**src/rtl/fifo_pkg.sv**
```systemverilog
// Types and constants shared between the team FIFO and its burst reader.
package fifo_pkg;

  localparam int unsigned WIDTH = 32;

  typedef logic [WIDTH-1:0] word_t;

  typedef enum logic [1:0] {
    StIdle,
    StWait,
    StBurst
  } state_e;

endpackage

```
**src/rtl/fifo_out_stage.sv**
```systemverilog
// Single-entry valid/ready output register: load captures a word, ready drains it.
module fifo_out_stage #(
  parameter int unsigned WIDTH = fifo_pkg::WIDTH
) (
  input  logic             clk,
  input  logic             reset_n,
  input  logic             load,
  input  logic             ready,
  input  logic [WIDTH-1:0] data_in,
  output logic             valid,
  output logic [WIDTH-1:0] data
);

  logic             valid_q, valid_d;
  logic [WIDTH-1:0] data_q, data_d;

  always_comb begin
    valid_d = valid_q;
    data_d  = data_q;
    if (load) begin
      valid_d = 1'b1;
      data_d  = data_in;
    end else if (ready) begin
      valid_d = 1'b0;
    end
  end

  always_ff @(posedge clk or negedge reset_n) begin
    if (!reset_n) begin
      valid_q <= 1'b0;
      data_q  <= '0;
    end else begin
      valid_q <= valid_d;
      data_q  <= data_d;
    end
  end

  assign valid = valid_q;
  assign data  = data_q;

  // A stalled word must not change or vanish before it is accepted.
  stall_stable_a : assert property (@(posedge clk) disable iff (!reset_n)
    (valid && !ready) |=> (valid && $stable(data)));

endmodule

```
**src/rtl/fifo_burst_reader.sv**
```systemverilog
// Drains a FIFO in bursts of up to BURST_LEN words once it has filled past its
// low threshold, or after TIMEOUT cycles of waiting for it to do so.
module fifo_burst_reader #(
  parameter int unsigned WIDTH     = fifo_pkg::WIDTH,
  parameter int unsigned BURST_LEN = 8,
  parameter int unsigned TIMEOUT   = 16
) (
  input  logic             clk,
  input  logic             reset_n,
  input  logic             enable,
  input  logic             fifo_empty,
  input  logic             fifo_almost_empty,
  input  logic             fifo_error,
  input  logic [WIDTH-1:0] fifo_data,
  output logic             fifo_pop,
  output logic             out_valid,
  input  logic             out_ready,
  output logic [WIDTH-1:0] out_data,
  output logic             burst_done,
  output logic [15:0]      words_read,
  output logic             err_sticky
);

  import fifo_pkg::*;

  localparam logic [4:0] BurstLenW = 5'(BURST_LEN);
  localparam logic [7:0] WaitLastW = 8'(TIMEOUT - 1);

  state_e      state_q, state_d;
  logic [4:0]  beat_q, beat_d;
  logic [7:0]  wait_q, wait_d;
  logic [15:0] words_q, words_d;
  logic        done_q, done_d;
  logic        err_q, err_d;
  logic        pop;

  always_comb begin
    state_d = state_q;
    beat_d  = beat_q;
    wait_d  = wait_q;
    words_d = words_q;
    done_d  = 1'b0;
    err_d   = err_q | fifo_error;
    pop     = 1'b0;
    unique case (state_q)
      StIdle: begin
        if (enable && !fifo_empty) begin
          state_d = StWait;
          wait_d  = '0;
        end
      end
      StWait: begin
        wait_d = wait_q + 8'd1;
        if (!enable) begin
          state_d = StIdle;
        end else if (!fifo_almost_empty || (wait_q == WaitLastW)) begin
          state_d = StBurst;
          beat_d  = '0;
        end
      end
      StBurst: begin
        pop = !fifo_empty && (beat_q < BurstLenW) && enable && (!out_valid || out_ready);
        if (pop) begin
          beat_d  = beat_q + 5'd1;
          words_d = words_q + 16'd1;
        end
        // The pop on this edge still completes; the burst ends after it.
        if ((pop && (beat_d == BurstLenW)) || (fifo_empty && !pop) || !enable) begin
          state_d = StIdle;
          done_d  = 1'b1;
        end
      end
      default: state_d = StIdle;
    endcase
  end

  always_ff @(posedge clk or negedge reset_n) begin
    if (!reset_n) begin
      state_q <= StIdle;
      beat_q  <= '0;
      wait_q  <= '0;
      words_q <= '0;
      done_q  <= 1'b0;
      err_q   <= 1'b0;
    end else begin
      state_q <= state_d;
      beat_q  <= beat_d;
      wait_q  <= wait_d;
      words_q <= words_d;
      done_q  <= done_d;
      err_q   <= err_d;
    end
  end

  fifo_out_stage #(
    .WIDTH(WIDTH)
  ) u_out_stage (
    .clk    (clk),
    .reset_n(reset_n),
    .load   (pop),
    .ready  (out_ready),
    .data_in(fifo_data),
    .valid  (out_valid),
    .data   (out_data)
  );

  assign fifo_pop   = pop;
  assign burst_done = done_q;
  assign words_read = words_q;
  assign err_sticky = err_q;

  no_pop_on_empty_a : assert property (@(posedge clk) disable iff (!reset_n)
    !(fifo_pop && fifo_empty));

endmodule

```
**config.mk**
```make
export PLATFORM = sky130hd
export DESIGN_NAME = fifo_burst_reader
export DESIGN_NICKNAME = d
export VERILOG_FILES = /design/src/rtl/fifo_pkg.sv /design/src/rtl/fifo_out_stage.sv /design/src/rtl/fifo_burst_reader.sv
export SDC_FILE = /design/constraint.sdc
export NUM_CORES = 1
export LEC_CHECK = 0
export CELL_PAD_IN_SITES_DETAIL_PLACEMENT = 1
export CELL_PAD_IN_SITES_GLOBAL_PLACEMENT = 1
export CORE_ASPECT_RATIO = 1.5
export CORE_MARGIN = 2
export CORE_UTILIZATION = 31
export CTS_BUF_LIST = sky130_fd_sc_hd__clkbuf_16
export DETAILED_ROUTE_END_ITERATION = 12
export PLACE_DENSITY = 0.81
export SLEW_MARGIN = 30
export SYNTH_ARGS = -nofsm -noshare
export SYNTH_HDL_FRONTEND = slang
export SYNTH_SLANG_ARGS = --single-unit
```
**constraint.sdc**
```tcl
create_clock -name clk -period 1.8 [get_ports clk]
set_input_delay 0.27 -clock clk [delete_from_list [all_inputs] [get_ports clk]]
set_output_delay 0.27 -clock clk [all_outputs]
set_load 0.02 [all_outputs]
```
==> results of run 1 <==
## metrics by stage
| step | std cells | cell area, um^2 |
|---|---|---|
| 2_1_floorplan | 288 | 2790 |
| 3_3_place_gp | 495 | 3920 |
| 3_5_place_dp | 495 | 3920 |
| 4_1_cts | 513 | 4320 |
| 5_1_grt | 516 | 4410 |
| 6_report | 516 | 4410 |
## kinds of logic (layout without fill, tap and decap cells)
family	Yosys count	count (layout)	share of synthesized area (%)
AO/OA/AOI/OAI	21	21	4.73
XOR/XNOR	15	15	4.73
adder cells (fa/ha/maj)	3	3	1.35
buffers and inverters	11	129	1.49
flip-flops	66	66	59.5
multiplexers	1	1	0.360
AND/OR/NAND/NOR	171	171	27.9
## layout make-up
type,instances,area [um^2]
Clock buffer,9,225
Clock inverter,7,108
Fill cell,966,4370
Inverter,2,10.0
Multi-Input combinational cell,211,1150
Sequential cell,66,1650
Tap cell,110,138
Timing Repair Buffer,111,1120
## worst max path at each step
| stage | from | end | slack (ns) | depth (start not counted) |
|---|---|---|---|---|
| floorplan | beat_q[3]$_DFFE_PN0P_ | words_read[12]$_DFFE_PN0P_ | -0.008 | 4 |
| global placement | enable | fifo_pop | -0.55 | 6 |
| detailed placement | fifo_empty | words_read[12]$_DFFE_PN0P_ | -0.57 | 6 |
| CTS | beat_q[3]$_DFFE_PN0P_ | words_read[14]$_DFFE_PN0P_ | -0.15 | 4 |
| global route | beat_q[3]$_DFFE_PN0P_ | words_read[14]$_DFFE_PN0P_ | -0.18 | 4 |
| finish | beat_q[3]$_DFFE_PN0P_ | words_read[14]$_DFFE_PN0P_ | -0.14 | 4 |
## state kept, by name (all words and copies together) (netlist names)
signal / cells
u_out_stage.data: 32
words_read: 16
wait_q: 8
beat_q: 5
state_q: 2
burst_done: 1
err_sticky: 1
u_out_stage.valid: 1
## cells in the mapped netlist, types with 2 or more instances
cell,number,area [um^2]
sky130_fd_sc_hd__ha_1,3,37.5
sky130_fd_sc_hd__nand3_1,9,45.0
sky130_fd_sc_hd__xor2_1,6,52.6
sky130_fd_sc_hd__nor3_1,2,10.0
sky130_fd_sc_hd__and3_1,2,12.5
sky130_fd_sc_hd__xnor2_1,9,78.8
sky130_fd_sc_hd__clkbuf_1,9,33.8
sky130_fd_sc_hd__nand4_1,6,37.5
sky130_fd_sc_hd__a21oi_1,2,10.0
sky130_fd_sc_hd__nor2b_1,6,37.5
sky130_fd_sc_hd__nand2b_1,4,25.0
sky130_fd_sc_hd__and4_1,2,17.5
sky130_fd_sc_hd__nor4_2,2,25.0
sky130_fd_sc_hd__o31ai_1,3,22.5
sky130_fd_sc_hd__o21ai_0,10,50.1
sky130_fd_sc_hd__nand2_1,120,450
sky130_fd_sc_hd__or4b_1,2,20.0
sky130_fd_sc_hd__nor2_1,8,30.0
sky130_fd_sc_hd__inv_1,2,7.51
sky130_fd_sc_hd__nor4b_1,2,17.5
sky130_fd_sc_hd__dfrtp_1,66,1650
## where the power goes
group	switching, mW	internal (mW)
logic	0.616	0.602
registers	0.185	1.74
clock network	0.639	1.34
total	1.44	3.68
## worst max-delay path: stages (launching register included)
cell                      delay [ns]
sky130_fd_sc_hd__dfrtp_1        0.40
sky130_fd_sc_hd__or4b_4         0.56
sky130_fd_sc_hd__or4_4          0.53
sky130_fd_sc_hd__nor4_4         0.18
sky130_fd_sc_hd__xor2_1         0.19
## repair_timing
action                                 in CTS  in global routing
pin swaps                                   2                  1
endpoints found under the hold margin      66                  0
buffers inserted                            1                  1
setup endpoints to repair                  18                 17
gates cloned                                0                  2
gates resized for setup                    14                 12
hold buffers                                1                  0
## per-layer routing
layer	global-route usage [%]	vias up	share of wire, %
met2	30.6	58	56
met5	0	-	0
met4	9.75	0	2.0
met1	20.2	1264	39
met3	2.86	10	3.6
li1	-	1180	-
==> results.cfg, run 1 <==
[outcome]
outcome = complete, but fails checks
violations = negative setup slack

[global_route]
first_global_vias = 2812
globalRouteTotalUtil_pct = 17.7
antenna_found_initial = 0
grt_max_degree = 67
globalRouteOverflowTotal = 0
grt_first_pass_wirelength_um = 13400

[worst_setup_path]
cp_endpoint_kind = flip-flop
reg2reg_from = beat_q[3]$_DFFE_PN0P_
worst-setup-path-type = reg2reg
crit_fanout = 5
crit_arrival_ns = 2.19
setup.reg_to_reg.worst_slack_ns = -0.14
reg2reg_to = words_read[14]$_DFFE_PN0P_
timing.critical_path.required_ns = 2.04
ff2ff_path_depth = 4
start_kind = flip-flop

[min_path]
holdPathStages = 3
hold_crit_start = enable
worstHoldEndpoint = state_q[1]$_DFFE_PN0P_
holdCritPathClass = in2reg

[synth]
dominantRegCellSynth = sky130_fd_sc_hd__dfrtp_1
seq_area_frac_synth_pct = 59.5
synth.cell_area_um2 = 2780
synth.avg_cell_area_um2 = 9.64
mappedNetlistNets = 330
netlist-cell-type-count = 34
synth_enable_flop_cells = 0
yosysWarningCount = 0
async_reset_ff_share_pct = 100
yosys_register_bits = 66
gate_count_after_technology_mapping = 288

[timing]
max_freq_mhz = 515
setup-tns-final_ns = -0.496
rsz0062_at_grt = yes
report.final.setup_viol = 5
timing.final.ws_setup_ns = -0.141
final-max-slew-violation-count = 0
slew_headroom_pct = 67.4
timing.final.crit_share_pct = 108
post-route-min-period_ns = 1.94
worst_slew_pin_slew_ns = 0.483
finalHoldViolCount = 0
hold_slack_ns = 0.450
clock_skew_ns = 0.00607

[route]
route.detailed.drc = 0
first_pass_iters = 4
drt_iter0_markers = 121
detail_route.wirelength_um = 8150
vias_post_dr = 2512
ant_nets = 0
avgViaCountPerCell = 4.87
route.detailed.wl_per_inst_um = 15.8

[layout]
top_library_cells_by_usage_in_the_layout_fill_and_taps_aside = sky130_fd_sc_hd__nand2_1, sky130_fd_sc_hd__clkdlybuf4s50_1, sky130_fd_sc_hd__dfrtp_1
post_route_cells_drive_above_1_share_pct = 11.8
final_core_utilization_pct = 50.2
antennaDiodeCount = 0
areaGrowthSynthToFinish_pct = 58.6
layout_commonest_cell = sky130_fd_sc_hd__nand2_1
nets = 443

[floorplan]
core_area_um2 = 8780
die_w_um = 81.3
io_pins = 91
initial_utilization_pct = 31.7
floorplan.die_area_um2 = 9750
core.rowCount = 42
die_h_um = 120

[clock_network]
cts.clk_slew.worst_paths_ns = 0.06
tritoncts = done
clockBufferDepth = 2
number_of_h_tree_levels = 3
tritoncts.num_buffers = 9
clockRootBuffer = sky130_fd_sc_hd__clkbuf_16
clock_sinks = 66
worst_skew_pair.late_latency_ns = 0.33

[power]
static-leakage-power_nw = 2.08
power_mw = 5.12
irDropWorstVdd_mv = 0.512
power_density_over_cell_area_nw_per_um2 = 1160

[flow_run]
cap_violations = 0

[placed_design]
gp_congestion = 0.785
pre_cts_slack_ns = -0.575
detailedPlacementHpwl_um = 5450
port-buffer-count = 90
Note: power is estimated with default switching activity, not from simulation.
==> run 2, diff against run 1 <==
- CELL_PAD_IN_SITES_GLOBAL_PLACEMENT: 1 -> 2
- CORE_UTILIZATION: 31 -> 24
- PLACE_DENSITY: 0.81 -> 0.79
- RECOVER_POWER: unset -> 100
==> run 2 against run 1 <==
- the flow still finishes with violations (negative setup slack)
- critical path depth unchanged
- clock-buffer cell count is the same
- core utilization decreased by 12 points
- wire length down 1.3%
- clock power decreased by 10%
- final area shrank 0.65%
- first-iteration DRC count fell by 50%
- highest routed layer unchanged
- sequential cell count unchanged
- power fell by 5.7%
- hold slack improved by 0.011 ns
- global-route usage is 4.5 points lower
==> results.cfg, run 2 (same netlist as run 1, synthesis figures left out) <==
[outcome]
outcome = complete, but fails checks
violations = negative setup slack

[global_route]
globalRouteTotalUtil_pct = 13.2
grt_max_degree = 67
first_global_vias = 2672
globalRouteOverflowTotal = 0
antenna_found_initial = 0
grt_first_pass_wirelength_um = 12800

[timing]
post-route-min-period_ns = 1.87
report.final.setup_viol = 6
max_freq_mhz = 535
hold_slack_ns = 0.461
slew_headroom_pct = 37.4
setup-tns-final_ns = -0.299
timing.final.ws_setup_ns = -0.0695
clock_skew_ns = 0.00580
timing.final.crit_share_pct = 104
worst_slew_pin_slew_ns = 0.940
rsz0062_at_grt = yes
final-max-slew-violation-count = 0
finalHoldViolCount = 0

[route]
vias_post_dr = 2479
drt_iter0_markers = 61
route.detailed.wl_per_inst_um = 14.4
first_pass_iters = 4
detail_route.wirelength_um = 8050
ant_nets = 0
avgViaCountPerCell = 4.44
route.detailed.drc = 0

[layout]
antennaDiodeCount = 0
finish.cell_count_without_fillers = 558
nets = 445
top_library_cells_by_usage_in_the_layout_fill_and_taps_aside = sky130_fd_sc_hd__nand2_1, sky130_fd_sc_hd__dfrtp_1, sky130_fd_sc_hd__clkdlybuf4s50_1
post_route_cells_drive_above_1_share_pct = 11.3
largest_register_ffs = 32
areaGrowthSynthToFinish_pct = 57.6
layout_commonest_cell = sky130_fd_sc_hd__nand2_1

[placed_design]
dp.cells = 537
gp_congestion = 0.753
pre_cts_slack_ns = -0.445
detailedPlacementHpwl_um = 5520
port-buffer-count = 90

[clock_network]
clockBufferDepth = 2
worst_skew_pair.late_latency_ns = 0.32
clockRootBuffer = sky130_fd_sc_hd__clkbuf_16
number_of_h_tree_levels = 3
cts.clk_slew.worst_paths_ns = 0.05
tritoncts = done
clock_sinks = 66
tritoncts.num_buffers = 9

[floorplan]
core.rowCount = 48
initial_utilization_pct = 24.3
core_area_um2 = 11400
io_pins = 91
floorplan.die_area_um2 = 12500
die_h_um = 136
die_w_um = 91.8

[worst_setup_path]
cp_endpoint_kind = flip-flop
crit_fanout = 5
worst-setup-path-type = reg2reg
start_kind = flip-flop
crit_arrival_ns = 2.12
timing.critical_path.required_ns = 2.05

[power]
static-leakage-power_nw = 2.15
irDropWorstVdd_mv = 0.509
power_mw = 4.83
power_density_over_cell_area_nw_per_um2 = 1100

[flow_run]
cap_violations = 0

[min_path]
holdCritPathClass = reg2reg
run 2: changes by cell type in the layout (fill, tap and decap cells not counted), sizes merged:
cell | previous run | this run
dlygate4sd2 | 2 | 0
dlygate4sd3 | 1 | 43
clkinv | 4 | 1
buf | 20 | 18
bufinv | 3 | 2
inv | 2 | 6
clkdlybuf4s50 | 86 | 45
clkbuf | 11 | 16
run 2: worst paths after layout:
path / slack [ns] / end / depth (start not counted) / from
max: -0.07 / words_read[10]$_DFFE_PN0P_ / 4 / beat_q[3]$_DFFE_PN0P_
min: 0.46 / err_sticky$_DFF_PN0_ / 1 / err_sticky$_DFF_PN0_
max reg2reg: -0.07 / words_read[10]$_DFFE_PN0P_ / 4 / beat_q[3]$_DFFE_PN0P_
min reg2reg: 0.46 / err_sticky$_DFF_PN0_ / 1 / err_sticky$_DFF_PN0_
max in group asynchronous: 0.45 / words_read[9]$_DFFE_PN0P_ / 3 / reset_n
min in group asynchronous: 0.74 / u_out_stage.data[0]$_DFFE_PN0P_ / 3 / reset_n
run 2: per-layer routing:
metal | global-route usage, % | vias up | wire, um
met3 | 3.39 | 16 | 388
li1 | - | 1181 | -
met4 | 6.80 | 0 | 191
met1 | 14.7 | 1220 | 3240
met2 | 23.1 | 62 | 4230
met5 | 0 | - | 0
run 2: area by class of cell:
cell class | count | area, um^2
Fill cell | 1318 | 7030
Sequential cell | 66 | 1650
Multi-Input combinational cell | 211 | 1140
Timing Repair Buffer | 113 | 1080
Clock buffer | 9 | 225
Tap cell | 150 | 188
Clock inverter | 7 | 78.8
Inverter | 2 | 10.0
run 2: stage by stage:
stage,utilization (%),cell area [um^2]
global placement,35.0,3990
global route,38.4,4380
detailed placement,35.0,3990
finish,38.4,4380
CTS,38.0,4340
floorplan,-,2790
run 2: power by group:
| group | switching [mW] | leakage (nW) | total [mW] | internal, mW |
|---|---|---|---|---|
| logic | 0.608 | 1.11 | 1.13 | 0.525 |
| registers | 0.171 | 0.875 | 1.91 | 1.74 |
| clock network | 0.596 | 0.162 | 1.78 | 1.19 |
run 2: timing repair:
| action | CTS | global route |
|---|---|---|
| hold endpoints to repair | 66 | 0 |
| buffers inserted | 0 | 3 |
| pin swaps | 0 | 1 |
| hold buffers | 1 | 0 |
| endpoints found under the setup margin | 14 | 19 |
| cloned | 0 | 1 |
| resized for setup | 11 | 9 |
run 2: critical path, stage by stage (launching register included):
cell	delay, ns
sky130_fd_sc_hd__dfrtp_1	0.40
sky130_fd_sc_hd__or4b_4	0.56
sky130_fd_sc_hd__or4_4	0.50
sky130_fd_sc_hd__nor4_4	0.16
sky130_fd_sc_hd__xor2_1	0.16
==> run 3, diff against run 2 <==
- PLACE_DENSITY: 0.79 -> unset
- PLACE_DENSITY_LB_ADDON: unset -> 0.15
- TNS_END_PERCENT: unset -> 5
==> run 3 against run 2 <==
- the flow still finishes with violations (negative setup slack)
- power shrank 2.6%
- die area is the same
- wire length shrank 1.5%
- setup slack lost 0.093 ns
- global-route usage grew 0.66 points
- final area shrank 0.80%
- fmax shrank 4.8%
- critical path type unchanged
- critical endpoint unchanged
==> results.cfg, run 3 (same netlist as run 1, synthesis figures left out) <==
[layout]
final_core_utilization_pct = 38.0
largest_register_ffs = 32
antennaDiodeCount = 0
top_library_cells_by_usage_in_the_layout_fill_and_taps_aside = sky130_fd_sc_hd__nand2_1, sky130_fd_sc_hd__dfrtp_1, sky130_fd_sc_hd__dlygate4sd3_1
areaGrowthSynthToFinish_pct = 56.3
layout_commonest_cell = sky130_fd_sc_hd__nand2_1
post_route_cells_drive_above_1_share_pct = 11.2
nets = 448
fillCellCount = 1344

[global_route]
grt_first_pass_wirelength_um = 13400
globalRouteOverflowTotal = 0
grt_max_degree = 67
antenna_found_initial = 0
first_global_vias = 2711
globalRouteTotalUtil_pct = 13.8

[timing]
max_freq_mhz = 509
rsz0062_at_grt = yes
timing.final.ws_setup_ns = -0.163
final-max-slew-violation-count = 0
report.final.setup_viol = 6
finalHoldViolCount = 0
hold_slack_ns = 0.462
post-route-min-period_ns = 1.96
setup-tns-final_ns = -0.467
slew_headroom_pct = 36.7
clock_skew_ns = 0.00566
timing.final.crit_share_pct = 109
worst_slew_pin_slew_ns = 0.950

[outcome]
outcome = complete, but fails checks
violations = negative setup slack

[clock_network]
tritoncts = done
number_of_h_tree_levels = 3
worst_skew_pair.late_latency_ns = 0.33
clockBufferDepth = 2
clock_sinks = 66
cts.clk_slew.worst_paths_ns = 0.05
clockRootBuffer = sky130_fd_sc_hd__clkbuf_16
tritoncts.num_buffers = 9

[route]
first_pass_iters = 4
vias_post_dr = 2496
detail_route.wirelength_um = 7930
route.detailed.wl_per_inst_um = 14.2
route.met2.wl_um = 4040
route.detailed.drc = 0
met3WireLength_um = 511
ant_nets = 0
highest_layer = met4
drt-met1-wl_um = 3250
drt_iter0_markers = 56
avgViaCountPerCell = 4.46

[power]
power_mw = 4.70
static-leakage-power_nw = 2.14
irDropWorstVdd_mv = 0.454
power_density_over_cell_area_nw_per_um2 = 1080

[placed_design]
detailedPlacementHpwl_um = 5460
port-buffer-count = 90
gp_congestion = 0.688

[worst_setup_path]
start_kind = flip-flop
critical_path_buf_inv_count = 0
worstPathCellList = or4b_4 -> or4_4 -> nor4_4 -> xor2_1
cp_endpoint_kind = flip-flop
crit_arrival_ns = 2.21
crit_slowest_cell = sky130_fd_sc_hd__or4b_4
max_stage_delay_ns = 0.53
crit_fanout = 5
timing.critical_path.required_ns = 2.05
worst-setup-path-type = reg2reg
cp_top_family = simple AND/OR/NAND/NOR gates

[floorplan]
die_w_um = 91.8
floorplan.die_area_um2 = 12500
core.rowCount = 48
die_h_um = 136
io_pins = 91
core_area_um2 = 11400
initial_utilization_pct = 24.3

[min_path]
holdCritPathClass = reg2reg

[flow_run]
cap_violations = 0
## run 3: per-layer routing
metal | vias up | GRT usage [%]
li1 | 1191 | -
met1 | 1233 | 15.7
met2 | 63 | 23.7
met3 | 9 | 5.40
met4 | 0 | 4.89
met5 | - | 0
## run 3: path summary, 6_finish.rpt
check | startpoint | endpoint | slack [ns] | cells past startpoint
worst max-delay path | beat_q[4]$_DFFE_PN0P_ | words_read[10]$_DFFE_PN0P_ | -0.16 | 4
worst min-delay path | err_sticky$_DFF_PN0_ | err_sticky$_DFF_PN0_ | 0.46 | 1
worst max register to register | beat_q[4]$_DFFE_PN0P_ | words_read[10]$_DFFE_PN0P_ | -0.16 | 4
worst min register to register | err_sticky$_DFF_PN0_ | err_sticky$_DFF_PN0_ | 0.46 | 1
max in group asynchronous | reset_n | u_out_stage.data[11]$_DFFE_PN0P_ | 0.45 | 3
min in group asynchronous | reset_n | wait_q[2]$_DFFE_PN0P_ | 0.74 | 3
## run 3: cell type report
cell class	count	area (um^2)	share of cell area [%]
Sequential cell	66	1650	38.0
Multi-Input combinational cell	211	1140	26.2
Timing Repair Buffer	116	1080	24.9
Clock buffer	9	225	5.19
Tap cell	150	188	4.32
Clock inverter	6	51.3	1.18
Inverter	2	7.51	0.173
## run 3: repair_timing
action                                  4_1_cts  5_1_grt
hold endpoints to repair                     66        0
resized for setup                            20        2
endpoints found under the setup margin       18       21
buffers inserted                              4        0
hold buffers                                  1        0
pin swaps                                     5        2
## run 3: where the power goes
group          internal, mW  leakage [nW]  switching (mW)
sequential             1.74         0.875           0.162
combinational         0.522          1.12           0.606
clock                  1.04         0.145           0.628
## run 3: worst reg2reg max path: stages (launching register included)
cell and delay (ns):
sky130_fd_sc_hd__dfrtp_1 0.39, sky130_fd_sc_hd__or4b_4 0.53, sky130_fd_sc_hd__or4_4 0.50, sky130_fd_sc_hd__nor4_4 0.29, sky130_fd_sc_hd__xor2_1 0.18
## run 3: through the flow
step	cell area, um^2	instances	setup slack (ns)
3_5_place_dp	4000	540	-0.610
4_1_cts	4380	560	-0.154
5_1_grt	4340	560	-0.238
6_report	4340	560	-0.163
2_1_floorplan	2780	288	-0.0590
3_3_place_gp	4000	540	-0.562
